===== config.mk =====
export PLATFORM = sky130hd
export DESIGN_NAME = comparator_bist_flat
export DESIGN_NICKNAME = d
export VERILOG_FILES = /design/src/rtl/comparator_pkg.sv /design/src/rtl/comparator_bist_if.sv /design/src/rtl/comparator_golden.sv /design/src/rtl/comparator_bist.sv /design/src/flat_wrapper.sv
export SDC_FILE = /design/constraint.sdc
export NUM_CORES = 1
export LEC_CHECK = 0
export CAP_MARGIN = 25
export CORE_MARGIN = 4
export CORE_UTILIZATION = 35
export DETAILED_ROUTE_END_ITERATION = 7
export GPL_TIMING_DRIVEN = 0
export PLACE_DENSITY = 0.6
export SYNTH_ARGS = -nofsm -noshare
export SYNTH_HDL_FRONTEND = slang
export SYNTH_SLANG_ARGS = --single-unit

===== constraint.sdc =====
create_clock -name clk -period 2.8 [get_ports clk]
set_input_delay 0.42 -clock clk [delete_from_list [all_inputs] [get_ports clk]]
set_output_delay 0.42 -clock clk [all_outputs]
set_load 0.03 [all_outputs]

===== src/rtl/comparator_pkg.sv =====
// Shared definitions for the magnitude-comparator BIST: default width, state
// encoding and the {ceq,clt,cgt} flag bundle ordering.
package comparator_pkg;

    localparam int DEFAULT_WIDTH = 4;

    typedef enum logic [1:0] {
        IDLE   = 2'd0,
        DRIVE  = 2'd1,
        SAMPLE = 2'd2,
        DONE   = 2'd3
    } bist_state_t;

    // Bit positions of each flag inside the packed {ceq,clt,cgt} bundle.
    localparam int FLAG_EQ = 2;
    localparam int FLAG_LT = 1;
    localparam int FLAG_GT = 0;

    typedef struct packed {
        logic ceq;
        logic clt;
        logic cgt;
    } flags_t;

endpackage


===== src/rtl/comparator_bist_if.sv =====
// Operand/flag bus between the BIST driver (master) and the comparator under
// test (slave).
interface comparator_bist_if #(
    parameter int WIDTH = comparator_pkg::DEFAULT_WIDTH
);
    logic [WIDTH-1:0] a;
    logic [WIDTH-1:0] b;
    logic             ceq;
    logic             clt;
    logic             cgt;

    modport master (output a, b, input ceq, clt, cgt);
    modport slave  (input a, b, output ceq, clt, cgt);
endinterface


===== src/rtl/comparator_golden.sv =====
// Golden model of the unsigned magnitude comparator: operands in, expected
// {ceq,clt,cgt} out. Purely combinational.
module comparator_golden
    import comparator_pkg::*;
#(
    parameter int WIDTH = DEFAULT_WIDTH
) (
    input  logic [WIDTH-1:0] a,
    input  logic [WIDTH-1:0] b,
    output flags_t           expected
);

    assign expected.ceq = (a == b);
    assign expected.clt = (a < b);
    assign expected.cgt = (a > b);

endmodule


===== src/rtl/comparator_bist.sv =====
// Exhaustive self-test sweep for the magnitude comparator: walks every {a,b}
// pair, checks the returned flags against the golden model, logs the first failure.
module comparator_bist
    import comparator_pkg::*;
#(
    parameter int WIDTH  = DEFAULT_WIDTH,
    parameter int SETTLE = 1
) (
    input  logic                  clk,
    input  logic                  rst_n,
    input  logic                  start,
    comparator_bist_if.master     cmp,
    output logic                  busy,
    output logic                  done,
    output logic                  pass,
    output logic [2*WIDTH:0]      err_count,
    output logic                  fail_valid,
    output logic [WIDTH-1:0]      fail_a,
    output logic [WIDTH-1:0]      fail_b
);

    localparam logic [1:0] S_IDLE   = IDLE;
    localparam logic [1:0] S_DRIVE  = DRIVE;
    localparam logic [1:0] S_SAMPLE = SAMPLE;
    localparam logic [1:0] S_DONE   = DONE;

    localparam int                CNT_W       = (SETTLE > 1) ? $clog2(SETTLE) : 1;
    localparam logic [CNT_W-1:0]  SETTLE_LAST = CNT_W'(SETTLE - 1);

    logic [1:0]         state;
    logic [CNT_W-1:0]   settle_cnt;
    logic [2*WIDTH-1:0] vec;        // {a,b}; b is the low half, so it is the inner loop
    flags_t             observed;
    flags_t             expected;
    logic               vec_fail;

    assign cmp.a = vec[2*WIDTH-1:WIDTH];
    assign cmp.b = vec[WIDTH-1:0];

    comparator_golden #(.WIDTH(WIDTH)) u_golden (
        .a        (vec[2*WIDTH-1:WIDTH]),
        .b        (vec[WIDTH-1:0]),
        .expected (expected)
    );

    assign observed.ceq = cmp.ceq;
    assign observed.clt = cmp.clt;
    assign observed.cgt = cmp.cgt;
    // Any flag disagreeing fails the vector, which also catches multiple-high flags.
    assign vec_fail     = (observed != expected);

    // NOTE: sequential state uses non-blocking assignments so every register
    // samples the pre-edge values, independent of statement order.
    always_ff @(posedge clk or negedge rst_n) begin
        if (!rst_n) begin
            state      <= S_IDLE;
            settle_cnt <= '0;
            vec        <= '0;
            err_count  <= '0;
            fail_valid <= 1'b0;
            fail_a     <= '0;
            fail_b     <= '0;
        end else begin
            case (state)
                S_IDLE, S_DONE: begin
                    if (start) begin
                        state      <= S_DRIVE;
                        settle_cnt <= '0;
                        vec        <= '0;
                        err_count  <= '0;
                        fail_valid <= 1'b0;
                        fail_a     <= '0;
                        fail_b     <= '0;
                    end
                end
                S_DRIVE: begin
                    if (settle_cnt == SETTLE_LAST) begin
                        state <= S_SAMPLE;
                    end else begin
                        settle_cnt <= settle_cnt + 1'b1;
                    end
                end
                S_SAMPLE: begin
                    if (vec_fail) begin
                        // Sweep has at most 2^(2*WIDTH) vectors, so this cannot wrap.
                        err_count <= err_count + 1'b1;
                        if (!fail_valid) begin
                            fail_valid <= 1'b1;
                            fail_a     <= vec[2*WIDTH-1:WIDTH];
                            fail_b     <= vec[WIDTH-1:0];
                        end
                    end
                    if (&vec) begin
                        state <= S_DONE;
                    end else begin
                        vec        <= vec + 1'b1;
                        settle_cnt <= '0;
                        state      <= S_DRIVE;
                    end
                end
                default: state <= S_IDLE;
            endcase
        end
    end

    assign busy = (state == S_DRIVE) || (state == S_SAMPLE);
    assign done = (state == S_DONE);
    assign pass = done && (err_count == '0);

endmodule

===== src/flat_wrapper.sv =====
// flat-port wrapper written by rule: the top's interface ports become plain ports
module comparator_bist_flat import comparator_pkg::*;
#(
    parameter int WIDTH  = DEFAULT_WIDTH,
    parameter int SETTLE = 1
)
  (clk, rst_n, start, busy, done, pass, err_count, fail_valid, fail_a, fail_b, cmp_a, cmp_b, cmp_ceq, cmp_clt, cmp_cgt);
  comparator_bist_if #(.WIDTH(WIDTH)) cmp_i ();
  input  logic clk;
  input  logic rst_n;
  input  logic start;
  output logic busy;
  output logic done;
  output logic pass;
  output logic [2*WIDTH:0] err_count;
  output logic fail_valid;
  output logic [WIDTH-1:0] fail_a;
  output logic [WIDTH-1:0] fail_b;
  output wire logic [$bits(cmp_i.a)-1:0] cmp_a;
  output wire logic [$bits(cmp_i.b)-1:0] cmp_b;
  input wire logic [$bits(cmp_i.ceq)-1:0] cmp_ceq;
  input wire logic [$bits(cmp_i.clt)-1:0] cmp_clt;
  input wire logic [$bits(cmp_i.cgt)-1:0] cmp_cgt;
  assign cmp_a = cmp_i.a;
  assign cmp_b = cmp_i.b;
  assign cmp_i.ceq = cmp_ceq;
  assign cmp_i.clt = cmp_clt;
  assign cmp_i.cgt = cmp_cgt;
  comparator_bist #(.WIDTH(WIDTH), .SETTLE(SETTLE)) u_core (.clk(clk), .rst_n(rst_n), .start(start), .cmp(cmp_i), .busy(busy), .done(done), .pass(pass), .err_count(err_count), .fail_valid(fail_valid), .fail_a(fail_a), .fail_b(fail_b));
endmodule

==> results_dict.tcl <==
set metrics [dict create \
    outcome "finished clean" \
    cp.required_ps 2380 \
    portBuffers 34 \
    p_per_area_nw_per_um2 744 \
    start_util 0.373 \
    startpoint_type "flop" \
    r2r_end "u_core.err_count[6]" \
    cts_root_buf "clkbuf_8" \
    async_flop_share 1.00 \
    finalPower_mw 1.60 \
    synth_seq_area_share 0.420 \
    rows 24 \
    crit_path_max_fanout 5 \
    die_h_um 77.0 \
    final_nets 233 \
    rsz0062_at_grt "false" \
    die_area_um2 5930 \
    netlist_instances 176 \
    overflow 0 \
    clk_latency_ps 270 \
    finalCriticalPeriod_ps 2350 \
    fin_setup_tns_ps 0 \
    crit_path_cell_trace "ha_1 > nand3_1 > nor4_1 > clkdlybuf4s50_1" \
    first_global_vias 1445 \
    hp-class "reg2reg" \
    crit_start "u_core.state[0]" \
    antenna_found_initial 0 \
    path_delay_family "buffers and inverters" \
    fin_skew_ps 8.35 \
    reg2reg_from "u_core.vec[5]" \
    core_area_um2 4470 \
    grt_max_degree 19 \
    cts.sinks 28 \
    finalHoldViolations 0 \
    r2r.worst_path.cells 7 \
    crit_path_end_kind "output port" \
    cp-endpoint "pass" \
    globalRouteTotalUtil 0.145 \
    p_leak_nw 0.896 \
    placed_area_um2 2100 \
    ant_nets 0 \
    cts_buffer_depth 2 \
    fillCellCount 429 \
    dieWidth_um 77.0 \
    maxSlewHeadroom 0.596 \
    io_pins 35 \
    cts-htree-levels 1 \
    ys_types 40 \
    synth-edff-count 0 \
    via_per_inst 5.25 \
    peakVddDrop_v 0.000908 \
    fin_area_um2 2160 \
    clk_pin_slew_worst_paths_ps 100 \
    grt_pass1_wl_um 7040 \
    regToRegSetupSlack_ps 490 \
    route.vias.total 1402 \
    period_share 0.840 \
    worst-setup-path-type "reg2out" \
    areaGrowthSynthToFinish_pct 29.3 \
    slew_viol_final 0 \
    synth_nets 193 \
    antenna_cells 0 \
    drc_errors 0 \
    wl_per_cell_um 14.8 \
    gp_congestion 0.773 \
    yosys_warnings 0 \
    routed_wl_um 3960 \
    drtIter0Drc 64 \
    drive_gt1_frac 0.0837 \
    worstPathArrival_ps 1930 \
    cts_tree "built" \
    cp_slowest_cell "clkdlybuf4s50_1" \
    path_buf_inv 1 \
    fmax_ghz 0.425 \
    tightest_slew_ps 604 \
    maxCapViolCount 0 \
    setup_viol 0 \
    numCtsBuffers 3 \
    slowest_delay_ps 710 \
    synth_area_um2 1670 \
    cts_setup_buffers 0 \
    avgSynthCellArea_um2 9.48 \
    dp_hpwl_um 3060 \
    path_depth 4 \
    ys_seq_elements 28 \
    synthFlopType "dfrtp_1" \
    cts-hold-fix-buffers 0 \
    cts.repair.resized 0 \
    dr.pass1.iters 4 \
]
## cells in the final DEF, fill, tap and decap left out, drive strengths merged
master and n:
a31oi 1, o22ai 4, a2111o 1, nand4b 1, clkdlybuf4s50 34, nor2 18
nand3b 3, ha 11, and4b 1, clkbuf 5, a32o 3, a21o 1
inv 12, buf 4, o31ai 9, xor2 2, nand4 1, nor2b 1
or2 2, and3 2, nor4 2, nor3 3, or3 3, nand2b 4
nand2 14, xnor2 4, mux2i 2, o21ai 15, nand3 14, dfrtp 28
o211ai 3, a21oi 4, o2bb2ai 3
## where the power goes
| part | internal (mW) | switching [mW] |
|---|---|---|
| Clock | 0.126 | 0.124 |
| Sequential | 0.440 | 0.0422 |
| Combinational | 0.307 | 0.564 |
## worst min-delay path by stage
stage / from / endpoint / cells past startpoint
5_1_grt: u_core.fail_a[2] / u_core.fail_a[2] / 2
3_3_place_gp: u_core.fail_a[0] / u_core.fail_a[0] / 2
3_5_place_dp: u_core.fail_a[3] / u_core.fail_a[3] / 2
6_report: u_core.fail_a[0] / u_core.fail_a[0] / 2
4_1_cts: u_core.fail_a[3] / u_core.fail_a[3] / 2
2_1_floorplan: rst_n / u_core.err_count[0] / 0
## synth_stat cells, drive strengths merged (2+ instances only)
| cell type | instances | area [um2] |
|---|---|---|
| o31ai | 9 | 67.6 |
| a21oi | 4 | 23.8 |
| or2 | 2 | 12.5 |
| nand2 | 14 | 52.6 |
| dfrtp | 28 | 701 |
| nor3 | 3 | 15.0 |
| and3 | 2 | 12.5 |
| a32o | 3 | 30.0 |
| ha | 11 | 138 |
| nand3b | 3 | 22.5 |
| nand2b | 4 | 27.5 |
| o211ai | 3 | 27.5 |
| or3 | 3 | 18.8 |
| xnor2 | 4 | 35.0 |
| inv | 12 | 45.0 |
| o21ai | 15 | 86.3 |
| mux2i | 2 | 20.0 |
| o2bb2ai | 3 | 26.3 |
| nor2 | 18 | 82.6 |
| nor4 | 2 | 12.5 |
| nand3 | 14 | 70.1 |
| buf | 3 | 20.0 |
| o22ai | 4 | 25.0 |
| xor2 | 2 | 17.5 |
## worst register-to-register path, stage by stage (launching register included)
cell and delay [ps]:
dfrtp_1 480, ha_1 330, nor2b_2 140, o211ai_2 100
a2111o_1 440, a31oi_4 340, nor2_4 120, a32o_1 270
## per-stage QoR
stage	util	instances	hold WS (ps)	worst slack, ps
2_1_floorplan	-	176	124	530
3_3_place_gp	0.463	262	492	511
3_5_place_dp	0.470	263	488	483
4_1_cts	0.482	267	511	426
5_1_grt	0.482	267	559	259
6_report	0.482	267	510	449
## sequential cells by signal, summed over array words and instances (netlist names)
register           flops
u_core.state           2
u_core.fail_a          4
u_core.fail_valid      1
u_core.fail_b          4
u_core.vec             8
u_core.err_count       9
## cell families (layout without fill, tap and decap cells)
| logic type | Yosys count | after routing | share of synthesized area |
|---|---|---|---|
| compound gates | 44 | 44 | 0.197 |
| simple gates | 69 | 69 | 0.216 |
| fa+ha+maj | 11 | 11 | 0.0825 |
| flops | 28 | 28 | 0.420 |
| xor+xnor | 6 | 6 | 0.0315 |
| buf+inv | 16 | 55 | 0.0413 |
| mux | 2 | 2 | 0.0120 |
## metal layers
layer  wire length (um)  vias to the layer above  GRT usage  part of all wire
met2               1850                       16      0.236              0.47
met4                 54                        0     0.0676             0.014
met1               1980                      671      0.193              0.50
met3                 83                        2     0.0176             0.021
li1                   -                      713          -                 -
met5                  0                        -          0                 0
## layout make-up
type	instances	area (um2)	share of cell area
sequential	28	701	0.325
multi-input combinational	132	898	0.417
clock buffer	4	55.1	0.0255
buffer	4	23.8	0.0110
timing repair buffer	35	368	0.171
inverter	12	45.0	0.0209
tap	52	65.1	0.0302
No activity file was read; power rests on OpenSTA's default activity.
